## src/rtl/dbus_buffer_if.sv

```systemverilog
// Data-bus request/response types and the handshake interface that carries them.
// master drives req and reads resp; slave reads req and drives resp.
package dbus_pkg;
  typedef enum logic [2:0] {
    MSIZE1 = 3'd0,
    MSIZE2 = 3'd1,
    MSIZE4 = 3'd2,
    MSIZE8 = 3'd3
  } msize_t;

  typedef struct packed {
    logic        valid;
    logic [63:0] addr;
    msize_t      size;
    logic [7:0]  strobe;
    logic [63:0] data;
  } dbus_req_t;

  typedef struct packed {
    logic        addr_ok;
    logic        data_ok;
    logic [63:0] data;
  } dbus_resp_t;
endpackage

interface dbus_buffer_if;
  dbus_pkg::dbus_req_t  req;
  dbus_pkg::dbus_resp_t resp;

  modport master (output req, input resp);
  modport slave  (input req, output resp);
endinterface

```

## src/rtl/dbus_buffer.sv

```systemverilog
// Decouples the memory stage from the data bus. A request is held stable on the bus until it
// completes, even if M stalls or is squashed.
//   state   | meaning
//   IDLE    | no outstanding access, mreq passes straight to dreq
//   REQ     | latched request outstanding, result wanted by M
//   DONE    | result captured, waiting for M to advance
//   DRAIN   | latched request outstanding, result will be discarded
module dbus_buffer
  import dbus_pkg::*;
(
  input  logic          clk,
  input  logic          reset,
  dbus_buffer_if.slave  m,
  dbus_buffer_if.master d,
  input  logic          adv,
  input  logic          flush,
  output logic          busy,
  output logic [31:0]   wait_cnt
);

  localparam logic [1:0] S_IDLE  = 2'd0;
  localparam logic [1:0] S_REQ   = 2'd1;
  localparam logic [1:0] S_DONE  = 2'd2;
  localparam logic [1:0] S_DRAIN = 2'd3;

  logic [1:0]  state_q, state_d;
  dbus_req_t   req_q, req_d, dreq_c;
  logic [63:0] data_q, data_d, resp_data;
  logic        resp_ok;
  logic [31:0] wait_cnt_q;

  always_comb begin
    state_d   = state_q;
    req_d     = req_q;
    data_d    = data_q;
    dreq_c    = '0;
    resp_ok   = 1'b0;
    resp_data = '0;
    case (state_q)
      S_IDLE: begin
        dreq_c       = m.req;
        dreq_c.valid = m.req.valid & ~flush;
        if (dreq_c.valid) begin
          if (d.resp.data_ok) begin
            resp_ok   = 1'b1;
            resp_data = d.resp.data;
            if (!adv) begin
              state_d = S_DONE;
              data_d  = d.resp.data;
            end
          end else begin
            req_d   = dreq_c;
            state_d = S_REQ;
          end
        end
      end
      S_REQ: begin
        dreq_c       = req_q;
        dreq_c.valid = 1'b1;
        if (flush) begin
          state_d = d.resp.data_ok ? S_IDLE : S_DRAIN;
        end else if (d.resp.data_ok) begin
          resp_ok   = 1'b1;
          resp_data = d.resp.data;
          if (adv) begin
            state_d = S_IDLE;
          end else begin
            state_d = S_DONE;
            data_d  = d.resp.data;
          end
        end
      end
      S_DRAIN: begin
        dreq_c       = req_q;
        dreq_c.valid = 1'b1;
        if (d.resp.data_ok) state_d = S_IDLE;
      end
      default: begin
        resp_ok   = 1'b1;
        resp_data = data_q;
        if (adv || flush) state_d = S_IDLE;
      end
    endcase
    // A reset cycle abandons whatever is in flight, so nothing may be issued or reported.
    if (reset) begin
      dreq_c.valid = 1'b0;
      resp_ok      = 1'b0;
      resp_data    = '0;
    end
  end

  assign d.req    = dreq_c;
  assign m.resp   = '{addr_ok: dreq_c.valid & d.resp.addr_ok, data_ok: resp_ok, data: resp_data};
  assign busy     = (state_q == S_REQ) || (state_q == S_DRAIN);
  assign wait_cnt = wait_cnt_q;

  always_ff @(posedge clk) begin
    if (reset) begin
      state_q    <= S_IDLE;
      req_q      <= '0;
      data_q     <= '0;
      wait_cnt_q <= '0;
    end else begin
      state_q <= state_d;
      req_q   <= req_d;
      data_q  <= data_d;
      if (busy && (wait_cnt_q != 32'hFFFF_FFFF)) wait_cnt_q <= wait_cnt_q + 32'd1;
    end
  end

endmodule

```

## src/flat_wrapper.sv

```systemverilog
// flat-port wrapper written by rule: the top's interface ports become plain ports
module dbus_buffer_flat import dbus_pkg::*;
  (clk, reset, adv, flush, busy, wait_cnt, m_req, m_resp, d_req, d_resp);
  dbus_buffer_if m_i ();
  dbus_buffer_if d_i ();
  input  logic clk;
  input  logic reset;
  input  logic adv;
  input  logic flush;
  output logic busy;
  output logic [31:0] wait_cnt;
  input wire logic [$bits(m_i.req)-1:0] m_req;
  output wire logic [$bits(m_i.resp)-1:0] m_resp;
  output wire logic [$bits(d_i.req)-1:0] d_req;
  input wire logic [$bits(d_i.resp)-1:0] d_resp;
  assign m_i.req = m_req;
  assign m_resp = m_i.resp;
  assign d_req = d_i.req;
  assign d_i.resp = d_resp;
  dbus_buffer u_core (.clk(clk), .reset(reset), .m(m_i), .d(d_i), .adv(adv), .flush(flush), .busy(busy), .wait_cnt(wait_cnt));
endmodule
```

## config.mk

```make
export PLATFORM = sky130hd
export DESIGN_NAME = dbus_buffer_flat
export DESIGN_NICKNAME = d
export VERILOG_FILES = /design/src/rtl/dbus_buffer_if.sv /design/src/rtl/dbus_buffer.sv /design/src/flat_wrapper.sv
export SDC_FILE = /design/constraint.sdc
export NUM_CORES = 1
export LEC_CHECK = 0
export BUFFER_PORTS_ARGS = -buffer_cell sky130_fd_sc_hd__buf_2
export CAP_MARGIN = 20
export CORE_MARGIN = 3
export CORE_UTILIZATION = 35
export CTS_CLUSTER_SIZE = 8
export DETAILED_ROUTE_END_ITERATION = 8
export SLEW_MARGIN = 20
export SYNTH_ARGS = -nofsm -noshare
export SYNTH_HDL_FRONTEND = slang
export SYNTH_SLANG_ARGS = --single-unit
```

## constraint.sdc

```tcl
create_clock -name clk -period 3.3 [get_ports clk]
set_clock_uncertainty 0.2 [all_clocks]
set_input_delay 0.66 -clock clk [delete_from_list [all_inputs] [get_ports clk]]
set_output_delay 0.66 -clock clk [all_outputs]
set_load 0.02 [all_outputs]
```

==> summary.md, run 1 <==
| Metric | Value |
|---|---|
| Worst skew pair latency | 0.49 ns |
| Leakage Power | 6.22 nW |
| Hold depth | 3 |
| Post-synthesis sequential area ratio | a little over 40% |
| Area share of the largest cell type after synthesis | between 40% and 50% |
| Fin Setup TNS | 0 ns |
| Unrepaired setup endpoints after global routing | false |
| DP Wirelength | 26800 um |
| Syn Nets | about 1.8k |
| Core area | 0.0319 mm^2 |
| Average routed wire per standard cell | 16.8 um |
| Overflow after GRT | 0 |
| Post-synthesis cell type count | 49 |
| MaxCap Viol Count | 0 |
| WP data required | approximately 2.4 ns |
| Number of clock sinks | 237 |
| Syn-to-layout area delta | 31.9% |
| Global placement routability congestion | 0.817 |
| # nets final | 2174 |
| Worst Reg-to-Reg Cells | 6 |
| Fraction of layout instances using a drive strength above 1 | between 20% and 30% |
| Ys async rst share | 0% |
| Status | completed |
| Commonest cells in the synthesized netlist | 422 x nand2_1, 237 x dfxtp_1, 230 x nor2_1 |
| # H-tree levels | 2 |
| Cells after Synth | 1595 |
| Setup crit start | u_core.state_q[1]$_SDFFE_PP0P_ |
| Crit-path max cell delay | 0.36 ns |
| Dpl cell area | 0.0140 mm^2 |
| Data arrival, critical path | 2.28 ns |
| Via density | 5.21 |
| Yosys synthesis warning count | 0 |
| Die Wd | roughly 190 um |
| Syn Area/Cell | roughly 7.2 um^2 |
| Slew HR | 47.9% |
| R2r startpoint | u_core.wait_cnt[17]$_SDFFE_PP0P_ |
| Slowest cell on the critical path | dfxtp_1 |
| Syn Std Cell Area | roughly 0.011 mm^2 |
| Fin area | 0.0151 mm^2 |
| Finished Layout Cells | about 2.4k |
| DIE AREA | 0.0348 mm^2 |
| Final setup viols | 0 |
| Number of global-route vias before repair | around 12k |
| Crit share post-route | a little over nine tenths |
| Largest cells by area after synthesis | dfxtp_1 42%, nand2_1 14%, a22oi_1 13%, a21oi_1 9.9%, nor2_1 7.6% |
| Fmax | roughly 320 MHz |
| #FFs+latches synth | 237 |
| Cells along the critical path | inv_2 > ha_2 > buf_4 > nand2b_1 > a21oi_4 > buf_12 > a22oi_1 > nor2_2 > buf_2 |
| Worst Tran Pin Value | 0.782 ns |
| Global Route Usage Sum | 21.5% |
| Starting Density | 35.8% |
| Initial antenna violation count | 10 |
| Number of flops mapped to enable cells by yosys | 0 |
| Clk root buf | clkbuf_16 |
| Crit Path Category | register to primary output |
| First-pass GRT wire length | about 63000 um |
| Minimum clock period after layout | 3.14 ns |
| Fin. Hold Viols | 0 |
| CTS tree | built |
| Power Total | 12.0 mW |
| Placed cell count | about 2.4k |
| Synth area leader | dfxtp_1 |
| Bufs on Longest Clock Path | 3 |
| DR iter-0 viols | 977 |
| Worst-path fanout max | 28 |
| Peak VDD IR | 0.000547 V |
| Pwr Density | 799 mW/mm^2 |
| Hold endpoint | u_core.req_q[18]$_SDFFE_PP0P_ |
| Reg2reg end | u_core.wait_cnt[19]$_SDFFE_PP0P_ |
| Remaining antenna violation count | 0 |
| Hold path start | m_req[18] |
| DRT Pass-1 Iters | 6 |
| Drt total wl | 40300 um |
| Count leader, synth | nand2_1 |
| Smallest hold slack | 0.209 ns |
| Via count | approximately 13k |
| Top_reg_cell synth | dfxtp_1 |
| Worst-path clk slew | 0.05 ns |
| Die H | 187 um |
| Crit start category | register |
| I/O pin cnt | 449 |
| Setup slack, reg-to-reg | around 0.63 ns |
| Site Rows | 65 |
| Total clock buffers created by CTS | 35 |
| Port Buffers | 448 |
| Kind of end point of the critical path | primary output |
| Max-slew violations | 0 |
| Worst Hold Class | input pin to register |
| Largest net degree at the start of global routing | 140 |
| # DRC | 0 |
==> worst max-delay path: cells and delay by family (launching register included) <==
| kind | cells | cell delay (ns) |
|---|---|---|
| buffers and inverters | 4 | 0.63 |
| flip-flops | 1 | 0.36 |
| AO/OA/AOI/OAI | 2 | 0.33 |
| AND/OR/NAND/NOR | 2 | 0.26 |
| adder cells (fa/ha/maj) | 1 | 0.19 |
==> layout make-up <==
class	count	area, um^2
Fill cell	3291	16800
Multi-Input combinational cell	1205	6140
Sequential cell	237	4740
Timing Repair Buffer	472	2640
Clock buffer	39	943
Tap cell	435	544
Inverter	7	31.3
Antenna cell	8	20.0
==> state kept, by name, indices dropped and copies added (netlist names) <==
| signal | flops |
|---|---|
| u_core.wait_cnt | 32 |
| u_core.req_q | 139 |
| u_core.data_q | 64 |
| u_core.state_q | 2 |
==> logic make-up after synthesis <==
group / Yosys count / synth area share (%)
flops: 237 / 41.6
xor+xnor: 8 / 0.614
mux: 8 / 0.768
fa+ha+maj: 6 / 0.658
compound gates: 462 / 25.5
simple gates: 721 / 25.7
buf+inv: 153 / 5.22
==> where the power goes <==
group / total [mW] / switching [mW] / internal, mW
registers: 3.14 / 0.103 / 3.03
clock network: 3.16 / 1.18 / 1.98
logic: 5.73 / 3.94 / 1.79
==> timing repair <==
action | in CTS | in global routing
buffers inserted | 0 | 1
gates resized for setup | 6 | 6
pin swaps | 2 | 2
endpoints found under the setup margin | 7 | 37
cloned | 1 | 0
hold buffers | 0 | 0
==> worst max path at each step <==
| stage | endpoint | slack [ns] | cells after the start |
|---|---|---|---|
| 3_3_place_gp | m_resp[60] | 0.29 | 8 |
| 5_1_grt | m_resp[12] | 0.01 | 10 |
| 6_report | m_resp[60] | 0.16 | 9 |
| 3_5_place_dp | m_resp[59] | 0.25 | 8 |
| 4_1_cts | m_resp[60] | 0.02 | 8 |
| 2_1_floorplan | m_resp[10] | 0.34 | 6 |
==> stage by stage <==
| stage | setup WS (ns) | util (%) |
|---|---|---|
| global placement | 0.288 | 44.0 |
| finish | 0.159 | 47.2 |
| global route | 0.00999 | 47.2 |
| floorplan | 0.341 | - |
| CTS | 0.0172 | 47.1 |
| detailed placement | 0.246 | 44.0 |
==> cell usage in the layout (no fill, tap or decap), types with 4 or more instances in the layout <==
cell / n
nor2_2: 4
nand4_1: 6
or3_1: 6
diode_2: 8
dfxtp_1: 237
and2_1: 4
xor2_1: 5
nor4_1: 4
buf_12: 14
o31ai_1: 11
nor2b_1: 5
clkbuf_16: 37
o21ai_0: 6
buf_2: 446
a21oi_1: 225
nor2_1: 225
buf_4: 8
a22oi_1: 203
nand2_1: 422
inv_1: 4
or4_1: 11
mux2_1: 4
nand3_1: 11
==> routing by layer <==
layer | global-route usage [%] | share of wire [%] | up-vias
met3 | 5.22 | 7.4 | 69
met1 | 27.2 | 42 | 5797
met5 | 0 | 0.10 | -
met4 | 7.39 | 2.4 | 6
met2 | 35.9 | 48 | 451
li1 | - | - | 6191
Note: power is estimated with default switching activity, not from simulation.
==> inputs of run 2 (changes only) <==
Settings changed: CORE_ASPECT_RATIO set to 2.
==> run 2 against run 1 <==
  * Sequential power about the same
  * Combinational power increased by 2%
  * Worst hold slack better by 0.0022 ns
  * Final area up 0.80%
  * Sequential share of layout area shrank 0.23 points
  * Largest power group unchanged
==> summary.md, run 2 (synthesized netlist as in run 1, its figures left out) <==
| Metric | Value |
|---|---|
| Status | completed |
| Placed cell count | 2347 (-0.30%) |
| Commonest non-fill, non-tap cell in the layout | buf_2 |
| Worst skew pair latency | 0.50 ns (about the same) |
| Crit start category | register |
| Via density | 5.26 (+0.91%) |
| Unrepaired setup endpoints after global routing | false |
| Global placement routability congestion | 0.835 (+2.2%) |
| Peak VDD IR | 0.000515 V (-5.9%) |
| Worst Hold Class | input pin to register |
| Filler cell count | 3292 (+0.030%) |
| Worst-path clk slew | 0.05 ns (about the same) |
| Initial antenna violation count | 10 (unchanged) |
| MaxCap Viol Count | 0 (unchanged) |
| Leakage Power | 6.28 nW (+1.0%) |
| Fraction of layout instances using a drive strength above 1 | 27.7% (+0.26 points) |
| Via count | 12.6k (+0.74%) |
| Remaining antenna violation count | 0 (unchanged) |
| Fin. Hold Viols | 0 (unchanged) |
| Worst Tran Pin Value | 1.05 ns (+0.265 ns) |
| # H-tree levels | 2 (unchanged) |
| Finished Layout Cells | 2399 (-0.17%) |
| Average routed wire per standard cell | 17.2 um (+2.8%) |
| Worst-path fanout max | 16 (-43%) |
| Overflow after GRT | 0 (unchanged) |
| Site Rows | 92 (+42%) |
| Crit share post-route | 96.3% (+1.1 points) |
| DR iter-0 viols | 840 (-14%) |
| Max-slew violations | 0 (unchanged) |
| Die H | 261 um (+40%) |
| DP Wirelength | 27700 um (+3.6%) |
| Core area | 0.0319 mm^2 (about the same) |
| DRT Pass-1 Iters | 5 (-1) |
| Data arrival, critical path | 2.32 ns (+0.04 ns) |
| Largest net degree at the start of global routing | 164 (+17%) |
| Clk root buf | clkbuf_16 |
| Commonest cells after routing, fill and taps aside | 447 x buf_2, 421 x nand2_1, 235 x dfxtp_1 |
| Kind of end point of the critical path | primary output |
| Smallest hold slack | 0.211 ns (+0.00224 ns) |
| CTS tree | built |
| Port Buffers | 448 (unchanged) |
| Total clock buffers created by CTS | 35 (unchanged) |
| Number of flip-flops in the largest register | 139 (unchanged) |
| Pwr Density | 803 mW/mm^2 (+0.48%) |
| Die Wd | 134 um (-28%) |
| First-pass GRT wire length | 62100 um (-1.2%) |
| Starting Density | 35.8% (about the same) |
| Fmax | 315 MHz (-1.1%) |
| I/O pin cnt | 449 (unchanged) |
| Bufs on Longest Clock Path | 3 (unchanged) |
| # nets final | 2182 (+0.37%) |
| DIE AREA | 0.0349 mm^2 (+0.38%) |
| # DRC | 0 (unchanged) |
| Final setup viols | 0 (unchanged) |
| Syn-to-layout area delta | 33.0% |
| Largest reg by FF count | u_core.req_q |
| Crit Path Category | register to primary output |
| Slew HR | 30.2% (-18 points) |
| Global Route Usage Sum | 21.7% (+0.20 points) |
| Number of global-route vias before repair | 11.7k (+0.89%) |
| Hold Buf Count CTS | 0 (unchanged) |
| Number of clock sinks | 237 (unchanged) |
| WP data required | 2.44 ns (about the same) |
| Drt total wl | 41400 um (+2.6%) |
| Minimum clock period after layout | 3.18 ns (+0.0349 ns) |
run 2: routing by layer:
layer | up-vias | wire, um | global-route usage [%]
met4 | 2 | 1600 | 10.4
li1 | 6200 | - | -
met3 | 86 | 2560 | 3.92
met2 | 471 | 22100 | 39.9
met1 | 5848 | 15100 | 23.8
met5 | - | 13 | 0
run 2: power by group:
part | internal [mW] | switching [mW]
logic | 1.91 | 3.96
clock network | 1.95 | 1.22
registers | 3.04 | 0.103
run 2: metrics by stage:
step	total power [mW]	setup slack, ns	util, %	cell area (um^2)	TNS (ns)
floorplan	6.82	0.341	-	11400	0
global placement	8.91	0.321	44.1	14100	0
detailed placement	8.92	0.306	44.1	14100	0
CTS	12.2	-0.00540	47.2	15000	-0.0166
global route	12.8	0.00265	47.6	15200	0
finish	12.2	0.124	47.6	15200	0
run 2: worst paths after layout:
check	depth (start not counted)	endpoint	from	slack [ns]
max	9	m_resp[24]	u_core.state_q[1]$_SDFFE_PP0P_	0.12
min	3	u_core.data_q[2]$_SDFFE_PP0P_	d_resp[2]	0.21
max reg2reg	7	u_core.wait_cnt[23]$_SDFFE_PP0P_	u_core.state_q[1]$_SDFFE_PP0P_	0.65
min reg2reg	2	u_core.req_q[102]$_SDFFE_PP0P_	u_core.req_q[102]$_SDFFE_PP0P_	0.25
run 2: timing repair:
| item | in CTS | in global routing |
|---|---|---|
| resized for setup | 5 | 7 |
| pin swaps | 1 | 1 |
| gates cloned | 1 | 3 |
| setup buffers | 0 | 1 |
| setup endpoints to repair | 99 | 81 |
| hold endpoints to repair | 0 | 0 |
run 2: final cells by class:
cell class | count | area (um^2) | area share [%]
Antenna cell | 9 | 22.5 | 0.148
Timing Repair Buffer | 480 | 2770 | 18.2
Clock inverter | 1 | 5.00 | 0.0330
Tap cell | 423 | 529 | 3.49
Sequential cell | 237 | 4750 | 31.3
Multi-Input combinational cell | 1205 | 6150 | 40.5
Clock buffer | 37 | 926 | 6.10
Inverter | 7 | 31.3 | 0.206
run 2: critical path, cell delays in order, from the launching register on:
cell	delay, ns
dfxtp_2	0.35
inv_1	0.16
ha_4	0.24
nand2_2	0.14
a21oi_4	0.17
buf_12	0.14
buf_12	0.14
a22oi_1	0.08
nor2_1	0.18
buf_2	0.20
==> inputs of run 3 (changes only) <==
Settings changed: BUFFER_PORTS_ARGS -buffer_cell sky130_fd_sc_hd__buf_2 to -buffer_cell sky130_fd_sc_hd__clkbuf_2, CAP_MARGIN 20 to unset.
==> run 3 against run 2 <==
  * Die area unchanged
  * Global-route usage increased by 0.23 points
  * Final area decreased by 0.32%
  * Clock power about the same
  * First-iteration DRC count increased by 14%
  * Count of clock-buffer cells in the layout unchanged
  * Register-to-register slack about the same
  * Total power decreased by 0.66%
  * Core utilization decreased by 0.15 points
  * Critical path depth increased by 1
  * Critical path type unchanged
  * Largest power group unchanged
==> summary.md, run 3 (synthesized netlist as in run 1, its figures left out) <==
| Metric | Value |
|---|---|
| Status | completed |
| Die H | 261 um (unchanged) |
| Switching share of total power | 43.4% (+0.10 points) |
| Global Route Usage Sum | 21.9% (+0.23 points) |
| Drt total wl | 41600 um (+0.56%) |
| CTS tree | built |
| DIE AREA | 0.0349 mm^2 (unchanged) |
| Average routed wire per standard cell | 17.3 um (+0.64%) |
| Final setup viols | 0 (unchanged) |
| Via count | 12.7k (+0.79%) |
| Cells along the critical path | inv_1 > ha_1 > buf_4 > nand2b_1 > a21oi_4 > buf_12 > buf_6 > a22oi_1 > nor2_1 > clkbuf_2 |
| First-pass GRT wire length | 62800 um (+1.1%) |
| Fin area | 0.0151 mm^2 (-0.32%) |
| R2r startpoint | u_core.state_q[1]$_SDFFE_PP0P_ |
| Kind of end point of the critical path | primary output |
| Via density | 5.30 (+0.88%) |
| Setup crit start | u_core.state_q[1]$_SDFFE_PP0P_ |
| Commonest cells after routing, fill and taps aside | 445 x clkbuf_2, 421 x nand2_1, 235 x dfxtp_1 |
| Worst Tran Pin Value | 0.645 ns (-0.402 ns) |
| Worst-path fanout max | 16 (unchanged) |
| Largest net degree at the start of global routing | 137 (-16%) |
| Setup crit end | m_resp[6] |
| # nets final | 2185 (+0.14%) |
| Syn-to-layout area delta | 32.6% |
| Bufs on Longest Clock Path | 3 (unchanged) |
| DP Wirelength | 28500 um (+2.8%) |
| DRT Pass-1 Iters | 6 (+1) |
| Reg power frac | 26.0% (+0.2 points) |
| Fraction of layout instances using a drive strength above 1 | 27.7% (about the same) |
| Hold Buf Count CTS | 0 (unchanged) |
| Total clock buffers created by CTS | 35 (unchanged) |
| Worst-path clk slew | 0.05 ns (about the same) |
| Worst Reg-to-Reg Cells | 7 (unchanged) |
| Crit-path max cell delay | 0.34 ns (about the same) |
| Port Buffers | 448 (unchanged) |
| Internal Pwr Total | 6.84 mW (-0.83%) |
| Clk root buf | clkbuf_16 |
| # DRC | 0 (unchanged) |
| Commonest non-fill, non-tap cell in the layout | clkbuf_2 |
| Number of flip-flops in the largest register | 139 (unchanged) |
| Global placement routability congestion | 0.863 (+3.4%) |
| Minimum clock period after layout | 3.21 ns (+0.0381 ns) |
| Initial antenna violation count | 4 (-6) |
| Fin Setup TNS | 0 ns (unchanged) |
| Largest reg by FF count | u_core.req_q |
| MaxCap Viol Count | 0 (unchanged) |
| Fin. Hold Viols | 0 (unchanged) |
| Slowest cell on the critical path | dfxtp_2 |
| Slew HR | 57.0% (+27 points) |
| Pwr Density | 800 mW/mm^2 (-0.34%) |
| Crit Path Category | register to primary output |
| Fmax | 311 MHz (-1.2%) |
| Crit share post-route | 97.4% (+1.2 points) |
| Die Wd | 134 um (unchanged) |
| I/O pin cnt | 449 (unchanged) |
| Leakage Power | 6.21 nW (-1.1%) |
| WP data required | 2.44 ns (about the same) |
| Dpl cell area | 0.0141 mm^2 (+0.30%) |
| Core area | 0.0319 mm^2 (unchanged) |
| Crit start category | register |
| Switching pwr | 5.26 mW (-0.43%) |
| Starting Density | 35.8% (unchanged) |
| Overflow after GRT | 0 (unchanged) |
| Number of global-route vias before repair | 11.8k (+0.48%) |
| Data arrival, critical path | 2.35 ns (+0.03 ns) |
| Unrepaired setup endpoints after global routing | true |
| Reg2reg end | u_core.wait_cnt[21]$_SDFFE_PP0P_ |
| Part of the power in combinational logic | 47.9% (-0.3 points) |
| Number of clock sinks | 237 (unchanged) |
| Worst Hold Class | input pin to register |
| Max-slew violations | 0 (unchanged) |
| Peak VDD IR | 0.000550 V (+6.8%) |
| Clock power share | 26.1% (about the same) |
| Remaining antenna violation count | 0 (unchanged) |
| DR iter-0 viols | 954 (+14%) |
| # H-tree levels | 2 (unchanged) |
| Worst skew pair latency | 0.50 ns (about the same) |
| Site Rows | 92 (unchanged) |
| Power Total | 12.1 mW (-0.66%) |
| Setup slack, reg-to-reg | 0.64 ns (about the same) |
## run 3: per-stage QoR
stage | std cells | hold slack [ns] | setup WS, ns | utilization, %
global route | 2397 | 0.181 | -0.00706 | 47.4
floorplan | 1595 | 0.233 | 0.341 | -
detailed placement | 2351 | 0.246 | 0.368 | 44.2
finish | 2397 | 0.195 | 0.0856 | 47.4
global placement | 2351 | 0.241 | 0.426 | 44.2
CTS | 2389 | 0.162 | 0.00702 | 47.1
## run 3: what timing repair did
action                     4_1_cts  5_1_grt
setup endpoints to repair       43      125
gates cloned                     0        3
setup buffers                    0        1
gates resized for setup          2        4
## run 3: how the worst min path moves through the flow
stage                                   startpoint                              to  slack, ns  cells past startpoint
floorplan             u_core.req_q[1]$_SDFFE_PP0P_    u_core.req_q[1]$_SDFFE_PP0P_       0.23                      2
global placement     u_core.req_q[84]$_SDFFE_PP0P_   u_core.req_q[84]$_SDFFE_PP0P_       0.24                      2
detailed placement  u_core.req_q[103]$_SDFFE_PP0P_  u_core.req_q[103]$_SDFFE_PP0P_       0.25                      2
CTS                                      m_req[78]   u_core.req_q[78]$_SDFFE_PP0P_       0.16                      3
global route                            m_req[101]  u_core.req_q[101]$_SDFFE_PP0P_       0.18                      3
finish                                   d_resp[0]   u_core.data_q[0]$_SDFFE_PP0P_       0.20                      3
## run 3: power groups by stage
stage          clock network [mW]  registers [mW]  logic [mW]
2_1_floorplan                   0            3.17        3.65
3_3_place_gp                    0            3.19        5.75
3_5_place_dp                    0            3.19        5.76
4_1_cts                      3.26            3.14        5.78
5_1_grt                      3.36            3.16        6.28
6_report                     3.16            3.14        5.80
## run 3: critical path, delay by kind of cell (launching register included)
kind,cells,cell delay (ns)
AOI/OAI and AO/OA,2,0.28
adders and majority gates,1,0.20
and+or+nand+nor,2,0.22
buffers and inverters,5,0.81
DFF,1,0.34
## run 3: cell type report
type / count / area, um^2
antenna: 4 / 10.0
multi-input combinational: 1205 / 6130
sequential: 237 / 4750
clock buffer: 37 / 926
tap: 423 / 529
timing repair buffer: 483 / 2750
fill: 3328 / 16800
clock inverter: 1 / 5.00
inverter: 7 / 28.8
## run 3: layer usage
metal  global-route usage (%)  up-vias  part of all wire [%]
met4                     12.0        0                   4.8
met2                     39.7      446                    53
li1                         -     6199                     -
met5                        0        -                     0
met1                     23.8     5958                    36
met3                     4.15      104                   5.7
